### src/rtl/ptp_as_pkg.sv
`default_nettype none
// ============================================================================
//  Module      : ptp_as_pkg
//  Description : Shared PTP/AS types and constants. Holds the Sync pairing
//                state encoding, the default timestamp width and the fill bit
//                used to build saturated (all-ones) magnitudes.
//  Revision    : 1.0  initial release
// ============================================================================
package ptp_as_pkg;

  // Flat nanosecond timestamp width used unless a block overrides it
  localparam int c_ts_w_default = 80;

  // A saturated magnitude is built by replicating this bit across the width
  localparam logic c_sat_fill = 1'b1;

  // Pairing state of one port: which half of a Sync pair is currently held
  typedef enum logic [1:0] {
    PAIR_IDLE        = 2'd0,
    PAIR_WAIT_T4     = 2'd1,
    PAIR_WAIT_FIELDS = 2'd2,
    PAIR_READY       = 2'd3
  } pair_state_e;

endpackage : ptp_as_pkg
`default_nettype wire

### src/rtl/ptp_sync_pair_chan.sv
`default_nettype none
// ============================================================================
//  Module      : ptp_sync_pair_chan
//  Description : One port's Sync pairing channel. Holds the timing fields and
//                the local receive timestamp t4 until both halves are present,
//                discards a half that waits too long, and flags every
//                discarded or ignored half with a one-cycle drop pulse.
//  Revision    : 1.0  initial release
// ============================================================================
module ptp_sync_pair_chan
  import ptp_as_pkg::*;
#(
  parameter int TS_W        = c_ts_w_default,
  parameter int TIMEOUT_CYC = 1000000
) (
  input  logic            i_clk,
  input  logic            i_rst,
  input  logic            i_fields_valid,
  input  logic [TS_W-1:0] i_origin,
  input  logic [TS_W-1:0] i_pdelay,
  input  logic [TS_W-1:0] i_corr,
  input  logic            i_t4_valid,
  input  logic [TS_W-1:0] i_t4,
  input  logic            i_grant,
  output logic            o_ready,
  output logic            o_drop,
  output logic [TS_W-1:0] o_origin,
  output logic [TS_W-1:0] o_pdelay,
  output logic [TS_W-1:0] o_corr,
  output logic [TS_W-1:0] o_t4
);

  localparam int              CNT_W      = $clog2(TIMEOUT_CYC);
  localparam logic [CNT_W-1:0] c_cnt_last = CNT_W'(TIMEOUT_CYC - 1);

  pair_state_e      r_state;
  pair_state_e      w_state_nxt;
  logic [CNT_W-1:0] r_timer;
  logic             w_timeout;
  logic             w_ld_fields;
  logic             w_ld_t4;
  logic             w_timer_clr;
  logic             w_drop;
  logic [TS_W-1:0]  r_origin;
  logic [TS_W-1:0]  r_pdelay;
  logic [TS_W-1:0]  r_corr;
  logic [TS_W-1:0]  r_t4;

  // A half-pair has waited its full budget once the counter hits the last count
  assign w_timeout = (r_timer == c_cnt_last);

  // Where a port with nothing held goes for a given pair of strobes
  function automatic pair_state_e accept_from_idle(input logic f, input logic t);
    if (f && t)  return PAIR_READY;
    else if (f)  return PAIR_WAIT_T4;
    else if (t)  return PAIR_WAIT_FIELDS;
    else         return PAIR_IDLE;
  endfunction

  // State register
  always_ff @(posedge i_clk or posedge i_rst) begin
    if (i_rst) r_state <= PAIR_IDLE;
    else       r_state <= w_state_nxt;
  end

  // Next-state: pair up halves, expire stale ones, release on grant
  always_comb begin
    w_state_nxt = r_state;
    case (r_state)
      PAIR_IDLE: w_state_nxt = accept_from_idle(i_fields_valid, i_t4_valid);
      PAIR_WAIT_T4: begin
        if (i_t4_valid)          w_state_nxt = PAIR_READY;
        else if (i_fields_valid) w_state_nxt = PAIR_WAIT_T4;
        else if (w_timeout)      w_state_nxt = PAIR_IDLE;
      end
      PAIR_WAIT_FIELDS: begin
        if (i_fields_valid)      w_state_nxt = PAIR_READY;
        else if (i_t4_valid)     w_state_nxt = PAIR_WAIT_FIELDS;
        else if (w_timeout)      w_state_nxt = PAIR_IDLE;
      end
      PAIR_READY: begin
        if (i_grant) w_state_nxt = accept_from_idle(i_fields_valid, i_t4_valid);
      end
      default: w_state_nxt = PAIR_IDLE;
    endcase
  end

  // Outputs: capture enables, timer restart and drop pulse per state
  always_comb begin
    w_ld_fields = 1'b0;
    w_ld_t4     = 1'b0;
    w_timer_clr = 1'b1;
    w_drop      = 1'b0;
    case (r_state)
      PAIR_IDLE: begin
        w_ld_fields = i_fields_valid;
        w_ld_t4     = i_t4_valid;
      end
      PAIR_WAIT_T4: begin
        w_ld_fields = i_fields_valid;
        w_ld_t4     = i_t4_valid;
        // repeated fields replace the held ones and restart the wait
        w_timer_clr = i_fields_valid && !i_t4_valid;
        w_drop      = (i_fields_valid && !i_t4_valid) ||
                      (!i_fields_valid && !i_t4_valid && w_timeout);
      end
      PAIR_WAIT_FIELDS: begin
        w_ld_fields = i_fields_valid;
        w_ld_t4     = i_t4_valid;
        w_timer_clr = i_t4_valid && !i_fields_valid;
        w_drop      = (i_t4_valid && !i_fields_valid) ||
                      (!i_fields_valid && !i_t4_valid && w_timeout);
      end
      PAIR_READY: begin
        if (i_grant) begin
          w_ld_fields = i_fields_valid;
          w_ld_t4     = i_t4_valid;
        end else begin
          w_drop      = i_fields_valid || i_t4_valid;
        end
      end
      default: ;
    endcase
  end

  // Held halves of the pair
  always_ff @(posedge i_clk or posedge i_rst) begin
    if (i_rst) begin
      r_origin <= '0;
      r_pdelay <= '0;
      r_corr   <= '0;
      r_t4     <= '0;
    end else begin
      if (w_ld_fields) begin
        r_origin <= i_origin;
        r_pdelay <= i_pdelay;
        r_corr   <= i_corr;
      end
      if (w_ld_t4) r_t4 <= i_t4;
    end
  end

  // Wait timer: held at zero outside the WAIT states so it starts fresh
  always_ff @(posedge i_clk or posedge i_rst) begin
    if (i_rst)            r_timer <= '0;
    else if (w_timer_clr) r_timer <= '0;
    else                  r_timer <= r_timer + 1'b1;
  end

  assign o_ready  = (r_state == PAIR_READY);
  assign o_drop   = w_drop;
  assign o_origin = r_origin;
  assign o_pdelay = r_pdelay;
  assign o_corr   = r_corr;
  assign o_t4     = r_t4;

endmodule : ptp_sync_pair_chan
`default_nettype wire

### src/rtl/ptp_sync_offset_calc.sv
`default_nettype none
// ============================================================================
//  Module      : ptp_sync_offset_calc
//  Description : Multi-port Sync offset calculator. Per-port pairing channels
//                feed a round-robin arbiter that issues one completed pair per
//                cycle into a 4-stage adder/subtractor pipeline producing the
//                signed master-minus-slave offset, tagged with its port.
//  Revision    : 1.0  initial release
// ============================================================================
module ptp_sync_offset_calc
  import ptp_as_pkg::*;
#(
  parameter int TS_W        = c_ts_w_default,
  parameter int NUM_PORTS   = 4,
  parameter int TIMEOUT_CYC = 1000000,
  localparam int PORT_W     = (NUM_PORTS > 1) ? $clog2(NUM_PORTS) : 1
) (
  input  logic                      i_clk,
  input  logic                      i_rst,
  input  logic [NUM_PORTS*TS_W-1:0] i_sync_origintimestamp,
  input  logic [NUM_PORTS*TS_W-1:0] i_slaveport_pdelay,
  input  logic [NUM_PORTS*TS_W-1:0] i_correctionfield,
  input  logic [NUM_PORTS-1:0]      i_clockoffsettime_valid,
  input  logic [NUM_PORTS*TS_W-1:0] i_sync_in_t4,
  input  logic [NUM_PORTS-1:0]      i_sync_in_t4_valid,
  output logic [TS_W-1:0]           o_slave_clockoffset,
  output logic                      o_slave_clockoffset_sign,
  output logic [PORT_W-1:0]         o_slave_clockoffset_port,
  output logic                      o_slave_clockoffset_valid,
  output logic                      o_offset_sat,
  output logic [NUM_PORTS-1:0]      o_pair_drop
);

  localparam logic [PORT_W-1:0] c_last_port = PORT_W'(NUM_PORTS - 1);

  logic [NUM_PORTS-1:0] w_ready;
  logic [NUM_PORTS-1:0] w_gnt;
  logic [TS_W-1:0]      w_origin [NUM_PORTS];
  logic [TS_W-1:0]      w_pdelay [NUM_PORTS];
  logic [TS_W-1:0]      w_corr   [NUM_PORTS];
  logic [TS_W-1:0]      w_t4     [NUM_PORTS];

  logic                 w_gnt_any;
  logic [PORT_W-1:0]    w_gnt_idx;
  logic [TS_W-1:0]      w_sel_origin, w_sel_pdelay, w_sel_corr, w_sel_t4;
  logic [PORT_W-1:0]    r_ptr;

  logic [TS_W:0]        r_s1_sum;
  logic [TS_W-1:0]      r_s1_corr, r_s1_t4;
  logic [PORT_W-1:0]    r_s1_port;
  logic                 r_s1_v;
  logic [TS_W+1:0]      r_s2_sum;
  logic [TS_W-1:0]      r_s2_t4;
  logic [PORT_W-1:0]    r_s2_port;
  logic                 r_s2_v;
  logic [TS_W+2:0]      r_s3_diff;
  logic [PORT_W-1:0]    r_s3_port;
  logic                 r_s3_v;

  logic                 w_s3_neg;
  logic [TS_W+2:0]      w_s3_mag;
  logic                 w_s3_sat;

  logic [TS_W-1:0]      r_out_mag;
  logic                 r_out_sign;
  logic [PORT_W-1:0]    r_out_port;
  logic                 r_out_v;
  logic                 r_out_sat;

  generate
    for (genvar p = 0; p < NUM_PORTS; p++) begin : g_chan
      ptp_sync_pair_chan #(
        .TS_W        (TS_W),
        .TIMEOUT_CYC (TIMEOUT_CYC)
      ) u_chan (
        .i_clk          (i_clk),
        .i_rst          (i_rst),
        .i_fields_valid (i_clockoffsettime_valid[p]),
        .i_origin       (i_sync_origintimestamp[p*TS_W +: TS_W]),
        .i_pdelay       (i_slaveport_pdelay[p*TS_W +: TS_W]),
        .i_corr         (i_correctionfield[p*TS_W +: TS_W]),
        .i_t4_valid     (i_sync_in_t4_valid[p]),
        .i_t4           (i_sync_in_t4[p*TS_W +: TS_W]),
        .i_grant        (w_gnt[p]),
        .o_ready        (w_ready[p]),
        .o_drop         (o_pair_drop[p]),
        .o_origin       (w_origin[p]),
        .o_pdelay       (w_pdelay[p]),
        .o_corr         (w_corr[p]),
        .o_t4           (w_t4[p])
      );
    end
  endgenerate

  // Round-robin pick: first READY port at or after the pointer, plus its operands
  always_comb begin
    w_gnt_any    = 1'b0;
    w_gnt_idx    = '0;
    w_gnt        = '0;
    w_sel_origin = '0;
    w_sel_pdelay = '0;
    w_sel_corr   = '0;
    w_sel_t4     = '0;
    for (int i = 0; i < NUM_PORTS; i++) begin
      for (int p = 0; p < NUM_PORTS; p++) begin
        if (!w_gnt_any && w_ready[p] && (p == ((int'(r_ptr) + i) % NUM_PORTS))) begin
          w_gnt_any    = 1'b1;
          w_gnt_idx    = PORT_W'(p);
          w_gnt[p]     = 1'b1;
          w_sel_origin = w_origin[p];
          w_sel_pdelay = w_pdelay[p];
          w_sel_corr   = w_corr[p];
          w_sel_t4     = w_t4[p];
        end
      end
    end
  end

  // Arbiter pointer moves just past the port that was served
  always_ff @(posedge i_clk or posedge i_rst) begin
    if (i_rst)          r_ptr <= '0;
    else if (w_gnt_any) r_ptr <= (w_gnt_idx == c_last_port) ? '0 : w_gnt_idx + 1'b1;
  end

  // Stage 1: origin + path delay
  always_ff @(posedge i_clk or posedge i_rst) begin
    if (i_rst) begin
      r_s1_sum  <= '0;
      r_s1_corr <= '0;
      r_s1_t4   <= '0;
      r_s1_port <= '0;
      r_s1_v    <= 1'b0;
    end else begin
      r_s1_sum  <= {1'b0, w_sel_origin} + {1'b0, w_sel_pdelay};
      r_s1_corr <= w_sel_corr;
      r_s1_t4   <= w_sel_t4;
      r_s1_port <= w_gnt_idx;
      r_s1_v    <= w_gnt_any;
    end
  end

  // Stage 2: add the accumulated correction to get the master time at arrival
  always_ff @(posedge i_clk or posedge i_rst) begin
    if (i_rst) begin
      r_s2_sum  <= '0;
      r_s2_t4   <= '0;
      r_s2_port <= '0;
      r_s2_v    <= 1'b0;
    end else begin
      r_s2_sum  <= {1'b0, r_s1_sum} + {2'b00, r_s1_corr};
      r_s2_t4   <= r_s1_t4;
      r_s2_port <= r_s1_port;
      r_s2_v    <= r_s1_v;
    end
  end

  // Stage 3: master minus slave, one extra bit so the result is two's complement
  always_ff @(posedge i_clk or posedge i_rst) begin
    if (i_rst) begin
      r_s3_diff <= '0;
      r_s3_port <= '0;
      r_s3_v    <= 1'b0;
    end else begin
      r_s3_diff <= {1'b0, r_s2_sum} - {3'b000, r_s2_t4};
      r_s3_port <= r_s2_port;
      r_s3_v    <= r_s2_v;
    end
  end

  // Sign/magnitude split; anything above TS_W bits clamps to all-ones
  assign w_s3_neg = r_s3_diff[TS_W+2];
  assign w_s3_mag = w_s3_neg ? (~r_s3_diff + 1'b1) : r_s3_diff;
  assign w_s3_sat = |w_s3_mag[TS_W+2:TS_W];

  // Stage 4: output register; data holds between results, strobes pulse
  always_ff @(posedge i_clk or posedge i_rst) begin
    if (i_rst) begin
      r_out_mag  <= '0;
      r_out_sign <= 1'b0;
      r_out_port <= '0;
      r_out_v    <= 1'b0;
      r_out_sat  <= 1'b0;
    end else begin
      r_out_v   <= r_s3_v;
      r_out_sat <= r_s3_v && w_s3_sat;
      if (r_s3_v) begin
        r_out_mag  <= w_s3_sat ? {TS_W{c_sat_fill}} : w_s3_mag[TS_W-1:0];
        r_out_sign <= w_s3_neg;
        r_out_port <= r_s3_port;
      end
    end
  end

  assign o_slave_clockoffset       = r_out_mag;
  assign o_slave_clockoffset_sign  = r_out_sign;
  assign o_slave_clockoffset_port  = r_out_port;
  assign o_slave_clockoffset_valid = r_out_v;
  assign o_offset_sat              = r_out_sat;

endmodule : ptp_sync_offset_calc
`default_nettype wire

### config.mk
export PLATFORM = sky130hd
export DESIGN_NAME = ptp_sync_offset_calc
export DESIGN_NICKNAME = d
export VERILOG_FILES = /design/src/rtl/ptp_as_pkg.sv /design/src/rtl/ptp_sync_pair_chan.sv /design/src/rtl/ptp_sync_offset_calc.sv
export SDC_FILE = /design/constraint.sdc
export NUM_CORES = 2
export LEC_CHECK = 0
export ABC_AREA = 0
export CORE_AREA = 2 2 540 542
export DETAILED_ROUTE_END_ITERATION = 8
export DIE_AREA = 0 0 542 544
export SYNTH_ARGS = -nofsm -noshare
export SYNTH_HDL_FRONTEND = slang
export SYNTH_SLANG_ARGS = --single-unit
### constraint.sdc
create_clock -name i_clk -period 61.8 [get_ports i_clk]
set_input_delay 9.27 -clock i_clk [delete_from_list [all_inputs] [get_ports i_clk]]
set_output_delay 9.27 -clock i_clk [all_outputs]
set_load 0.005 [all_outputs]
* Yosys cells after proc, flatten, opt, wreduce, memory -nomap -nowiden *
Cells that the tools add are included.

storage, ports and cells
  flip-flop bits (word level) = 1,950
  input port bits = 1,290
  word-level logic and storage cells = 379

operators by class
  $add $sub $neg = 12
  equality and inequality tests = 33
  mux-type cells = 185
  bitwise operators = 4
  reductions and logical operators = 103

operators by type and width
  cell                                           number
  two-way mux 80 bit                             65
  zero test 32 bit                               4
  two-way mux 2 bit                              51
  adder 83 x 1 -> 83 bit, second input constant  1
  two-way mux 83 bit                             1
  inverter 83 bit                                1
  subtractor 82 x 80 -> 83 bit                   1
  adder 81 x 80 -> 82 bit                        1
  adder 80 x 80 -> 81 bit                        1
  adder 20 x 1 -> 20 bit, second input constant  4
  == test 20 bit, second input constant          4
  two-way mux 20 bit                             4
  logical AND 1 bit                              52
  two-way mux 1 bit                              44
  case mux 2 bit (4 select lines)                4
  case mux 1 bit (2 select lines)                12
  zero test 1 bit                                23
  == test 2 bit, second input constant           9
  == test 3 bit, first input constant            6
  OR reduction 3 bit                             5
  logical OR 1 bit                               12
  case mux 1 bit (3 select lines)                4
  == test 2 x 3 -> 1 bit, first input constant   3
  == test 2 x 1 -> 1 bit, second input constant  4
  8 further kinds                                21

* Logic depth before layout (Yosys ltp) *
  depth in word-level cells = 65
  mapped depth = 25
  depth with buffers taken out = 22

* Cells and area by module *
From an unflattened synthesis, not the netlist that was laid out.

unflattened totals
  cell total of the unflattened synthesis = 8,350
  area total of the unflattened synthesis = 97,066.8 µm²

by module, submodules not included
  module                                     times used  cells each  area each (µm²)  seq. area each (µm²)
  ptp_sync_offset_calc                       1           5,102       44,804.2         14,564.0
  ptp_sync_pair_chan (g_chan[0].u_chan ...)  3           812         13,060.0         8,558.2
  ptp_sync_pair_chan (g_chan[3].u_chan)      1           812         13,082.5         8,558.2

* Worst setup path after synthesis *
OpenSTA, ideal clock, no wires.

  kind = in2out
  from = input i_sync_in_t4_valid[0]
  to = output o_pair_drop[0]
  data arrival time = 10.015 ns
  data required time = 52.530 ns
  setup slack = 42.515 ns
  stages on the path = 6
  cells stage by stage = clkbuf_1 nor2_1 nor2_1 a21oi_1 a211oi_1 buf_4

between the ends
  longest elaborated chain between the ends = 5
  elaborated cells on any way between the ends = 10

RTL lines
  item                                 RTL line                                                                         RTL
  start: declaration                   ptp_sync_offset_calc.sv:25                                                       input logic [NUM_PORTS-1:0] i_sync_in_t4_valid,
  zero test 1 bit                      ptp_sync_pair_chan.sv:104, ptp_sync_pair_chan.sv:105, ptp_sync_pair_chan.sv:112
  logical AND 1 bit (2 in series)      ptp_sync_pair_chan.sv:105, ptp_sync_pair_chan.sv:112
  logical OR 1 bit (on tied branches)  ptp_sync_pair_chan.sv:111, ptp_sync_pair_chan.sv:104
  case mux 1 bit (3 select lines) *    ptp_sync_pair_chan.sv:94                                                         case (r_state)
  end: declaration                     ptp_sync_offset_calc.sv:31                                                       output logic [NUM_PORTS-1:0] o_pair_drop

Every way passes the cells marked *; elsewhere a longest branch is shown, timed or not.

* Final worst setup path *
  from = input i_sync_in_t4_valid[2]
  to = output o_pair_drop[2]

Same word-level chain as after synthesis.

==> results.yml <==
status:
  outcome: "complete, but fails checks"
  violations: "DRC"
worst_setup_path:
  critPathKind: "primary input to primary output"
  critPathCaptureType: "primary output"
  required_ns: 52.53
  worst_path_max_delay_cell: "a221oi_1"
  arrival_ns: 11.51
  critPathMaxFanout: 9
  path_common_cell: "clkdlybuf4s50_1"
  path_cells: "clkdlybuf4s50_1 -> nor2_1 -> o21ai_0 -> a221oi_1 -> clkdlybuf4s50_1"
  start_kind: "primary input"
  critPathMaxStageDelay_ns: 0.72
timing:
  maxSlewHeadroom: 0.188
  finalHoldViolCount: 0
  layout_worst_path_cycle_share: 0.336
  maxSlewViolCount: 0
  max_freq_mhz: 48.1
  rsz0062_at_grt: "no"
  tightest_slew_ns: 1.22
  skew_ns: 0.0954
  setup_viol: 0
  hold_ws_ns: 0.319
  period_minus_slack_ns: 20.78
  tns_ns: 0
pwr:
  leakagePower_nw: 50.2
  power.density_nw_per_um2: 55.7
  max-vdd-ir-drop_mv: 0.0307
  clkPwrFrac: 0.202
  netSwitchingFraction: 0.438
  pwr-share-comb: 0.496
  totalPowerFinal_mw: 6.71
  internal-power_mw: 3.77
  p_seq_frac: 0.302
  p_sw_mw: 2.94
clocking:
  clock_path_buffers: 4
  path_clk_slew_ns: 0.06
  h-tree-depth: 4
  postCtsHoldBufs: 0
  cts.sinks: 1950
  ctsResizeCount: 0
  post_cts_buffers: 0
  cts_root_buffer: "clkbuf_16"
  cts_tree: "built"
  worstSkewPairLatency_ns: 0.91
  cts_made_buffers: 221
grt:
  first_global_vias: 76600
  grt_pass1_wl_um: 543000
  grt-ovfl-total: 0
  grt_start_max_net_pins: 187
  track_usage: 0.250
  antenna_found_initial: 189
logic_synthesis:
  synth.cell_area_um2: 95100
  ys_warn_count: 0
  syn_inst: 8368
  ys.flop_type: "dfrtp_1"
  ys_types: 86
  synth_top_area_cell: "dfrtp_1"
  synth_fp_nets: 9922
  synth_top_cell_area_share: 0.513
  synthTopCellsByArea: "dfrtp_1, mux2_2, a22oi_1"
  ys_ff_latch: 1950
  ys_async_sr_fraction: 1.00
  synth-edff-count: 0
  ys_seq_area_frac: 0.513
  synth.avg_cell_area_um2: 11.4
route:
  drcViolationCount: 29
  ant_nets: 0
  vias: 76300
  initialDrtViolationCount: 7201
  viasPerCell: 5.59
  dr.pass1.iters: 9
  avgRoutedWirePerCell_um: 28.1
  wl_um: 383000
die:
  die_h_um: 544
  fp-row-count: 198
  io_pins: 1379
  core_um2: 289000
  die-area_um2: 295000
  chipWidth_um: 542
  start_util: 0.329
cells_and_area:
  nNetsFinal: 11100
  area_delta_synth_final_pct: 26.7
  fin_util: 0.416
  finalNonFillerCells: 13600
  drive_above_1_share: 0.188
flow_run:
  drv_cap: 0
hold_path:
  hp-class: "flop to flop"
place:
  place_inst: 13100
  gp_congestion: 0.936
  portBuffers: 1378
  place_hpwl_um: 287000
[flip-flops by register name, summed over array words and instances, names as in the netlist, 2 cells and up]
| register | flops |
|---|---|
| r_s2_port | 2 |
| r_s2_t4 | 80 |
| g_chan.u_chan.r_state | 8 |
| r_s1_corr | 80 |
| r_s3_diff | 83 |
| o_slave_clockoffset | 80 |
| g_chan.u_chan.r_timer | 80 |
| r_ptr | 2 |
| r_s3_port | 2 |
| g_chan.u_chan.o_origin | 320 |
| r_s1_port | 2 |
| r_s1_t4 | 80 |
| g_chan.u_chan.o_pdelay | 320 |
| r_s2_sum | 82 |
| r_s1_sum | 81 |
| g_chan.u_chan.o_corr | 320 |
| o_slave_clockoffset_port | 2 |
| g_chan.u_chan.o_t4 | 320 |
[area by class of cell]
type	count	area, µm²
Fill cell	27200	169000
Sequential cell	1950	48800
Multi-Input combinational cell	5683	43600
Timing Repair Buffer	1490	14700
Clock buffer	313	6410
Tap cell	3800	4750
Clock inverter	87	1110
Inverter	206	777
Antenna cell	113	283
[Yosys cell counts, types with 9 or more instances]
cell type,count
nand3_1,309
xor2_1,184
a221o_1,93
a211oi_1,25
or3_1,33
and4_1,12
buf_1,26
a22oi_1,554
a21boi_0,13
a31oi_1,55
o21a_1,42
a222oi_1,82
o221a_2,11
a21o_1,144
o211ai_1,29
nand2b_1,31
o21bai_1,67
xnor2_1,180
nor3_1,47
o41ai_1,17
and2_1,16
o31a_1,10
o221ai_1,18
a221oi_1,49
or2_2,14
nor2b_1,40
dfrtp_1,1950
o31ai_1,40
nor2_1,279
inv_1,205
a21oi_1,351
o2111ai_1,17
o22ai_1,24
mux2_2,1269
mux2i_1,9
nor4_1,24
nand2_1,644
ha_1,261
and3_1,55
clkbuf_1,491
nand4_1,120
or4_1,15
a211o_1,9
o21ai_0,355
a22o_1,55
[final timing paths]
| check | startpoint | endpoint | slack [ns] | cells past startpoint |
|---|---|---|---|---|
| setup / recovery | i_sync_in_t4_valid[2] | o_pair_drop[2] | 41.02 | 5 |
| hold / removal | r_s1_t4[60] | r_s2_t4[60] | 0.32 | 0 |
| setup reg to reg | g_chan[2].u_chan.r_state[1] | r_s1_sum[74] | 53.10 | 22 |
| hold reg to reg | r_s1_t4[60] | r_s2_t4[60] | 0.32 | 0 |
| max in group asynchronous | i_rst | g_chan[0].u_chan.o_pdelay[62] | 48.42 | 7 |
| min in group asynchronous | i_rst | g_chan[0].u_chan.o_t4[19] | 8.98 | 2 |
[power by group through the flow]
stage	registers, mW	logic [mW]	clock network (mW)
6_report	2.03	3.33	1.35
5_1_grt	2.07	3.60	1.44
4_1_cts	2.03	3.31	1.39
3_5_place_dp	2.05	3.29	0
3_3_place_gp	2.03	3.27	0
2_1_floorplan	1.91	2.15	0
[critical path, delay by kind of cell]
| kind | cells | cell delay (ns) |
|---|---|---|
| buffers and inverters | 2 | 1.23 |
| AOI/OAI and AO/OA | 2 | 0.83 |
| and+or+nand+nor | 1 | 0.18 |
[cell families (layout without fill, tap and decap cells)]
family | count (synthesis) | in the layout | share of synthesized area
AND/OR/NAND/NOR | 1675 | 1675 | 0.0828
buffers and inverters | 735 | 2096 | 0.0294
flip-flops | 1950 | 1950 | 0.513
multiplexers | 1278 | 1278 | 0.151
AO/OA/AOI/OAI | 2102 | 2102 | 0.155
adder cells (fa/ha/maj) | 264 | 264 | 0.0350
XOR/XNOR | 364 | 364 | 0.0335
other | 0 | 113 | 0
[through the flow]
step	area, µm²	setup slack [ns]
after floorplan	95100	25.46
after global placement	113000	41.03
after detailed placement	113000	41.13
after CTS	120000	41.10
after global routing	120000	41.05
final	120000	41.02
[placed cells by master, fill, tap and decap left out, types with 261 or more instances in the layout]
cell	count
mux2_2	1269
nand2_1	639
nor2_1	277
o21ai_0	355
a21oi_1	350
a22oi_1	554
clkdlybuf4s50_1	1378
nand3_1	304
ha_1	261
dfrtp_1	1948
[routing by layer]
metal,part of all wire,vias up,global-route usage
li1,-,33500,-
met1,0.41,38600,0.316
met2,0.47,3327,0.402
met3,0.073,799,0.0557
met4,0.051,92,0.125
met5,0.0016,-,0
No activity file was read; power rests on OpenSTA's default activity.
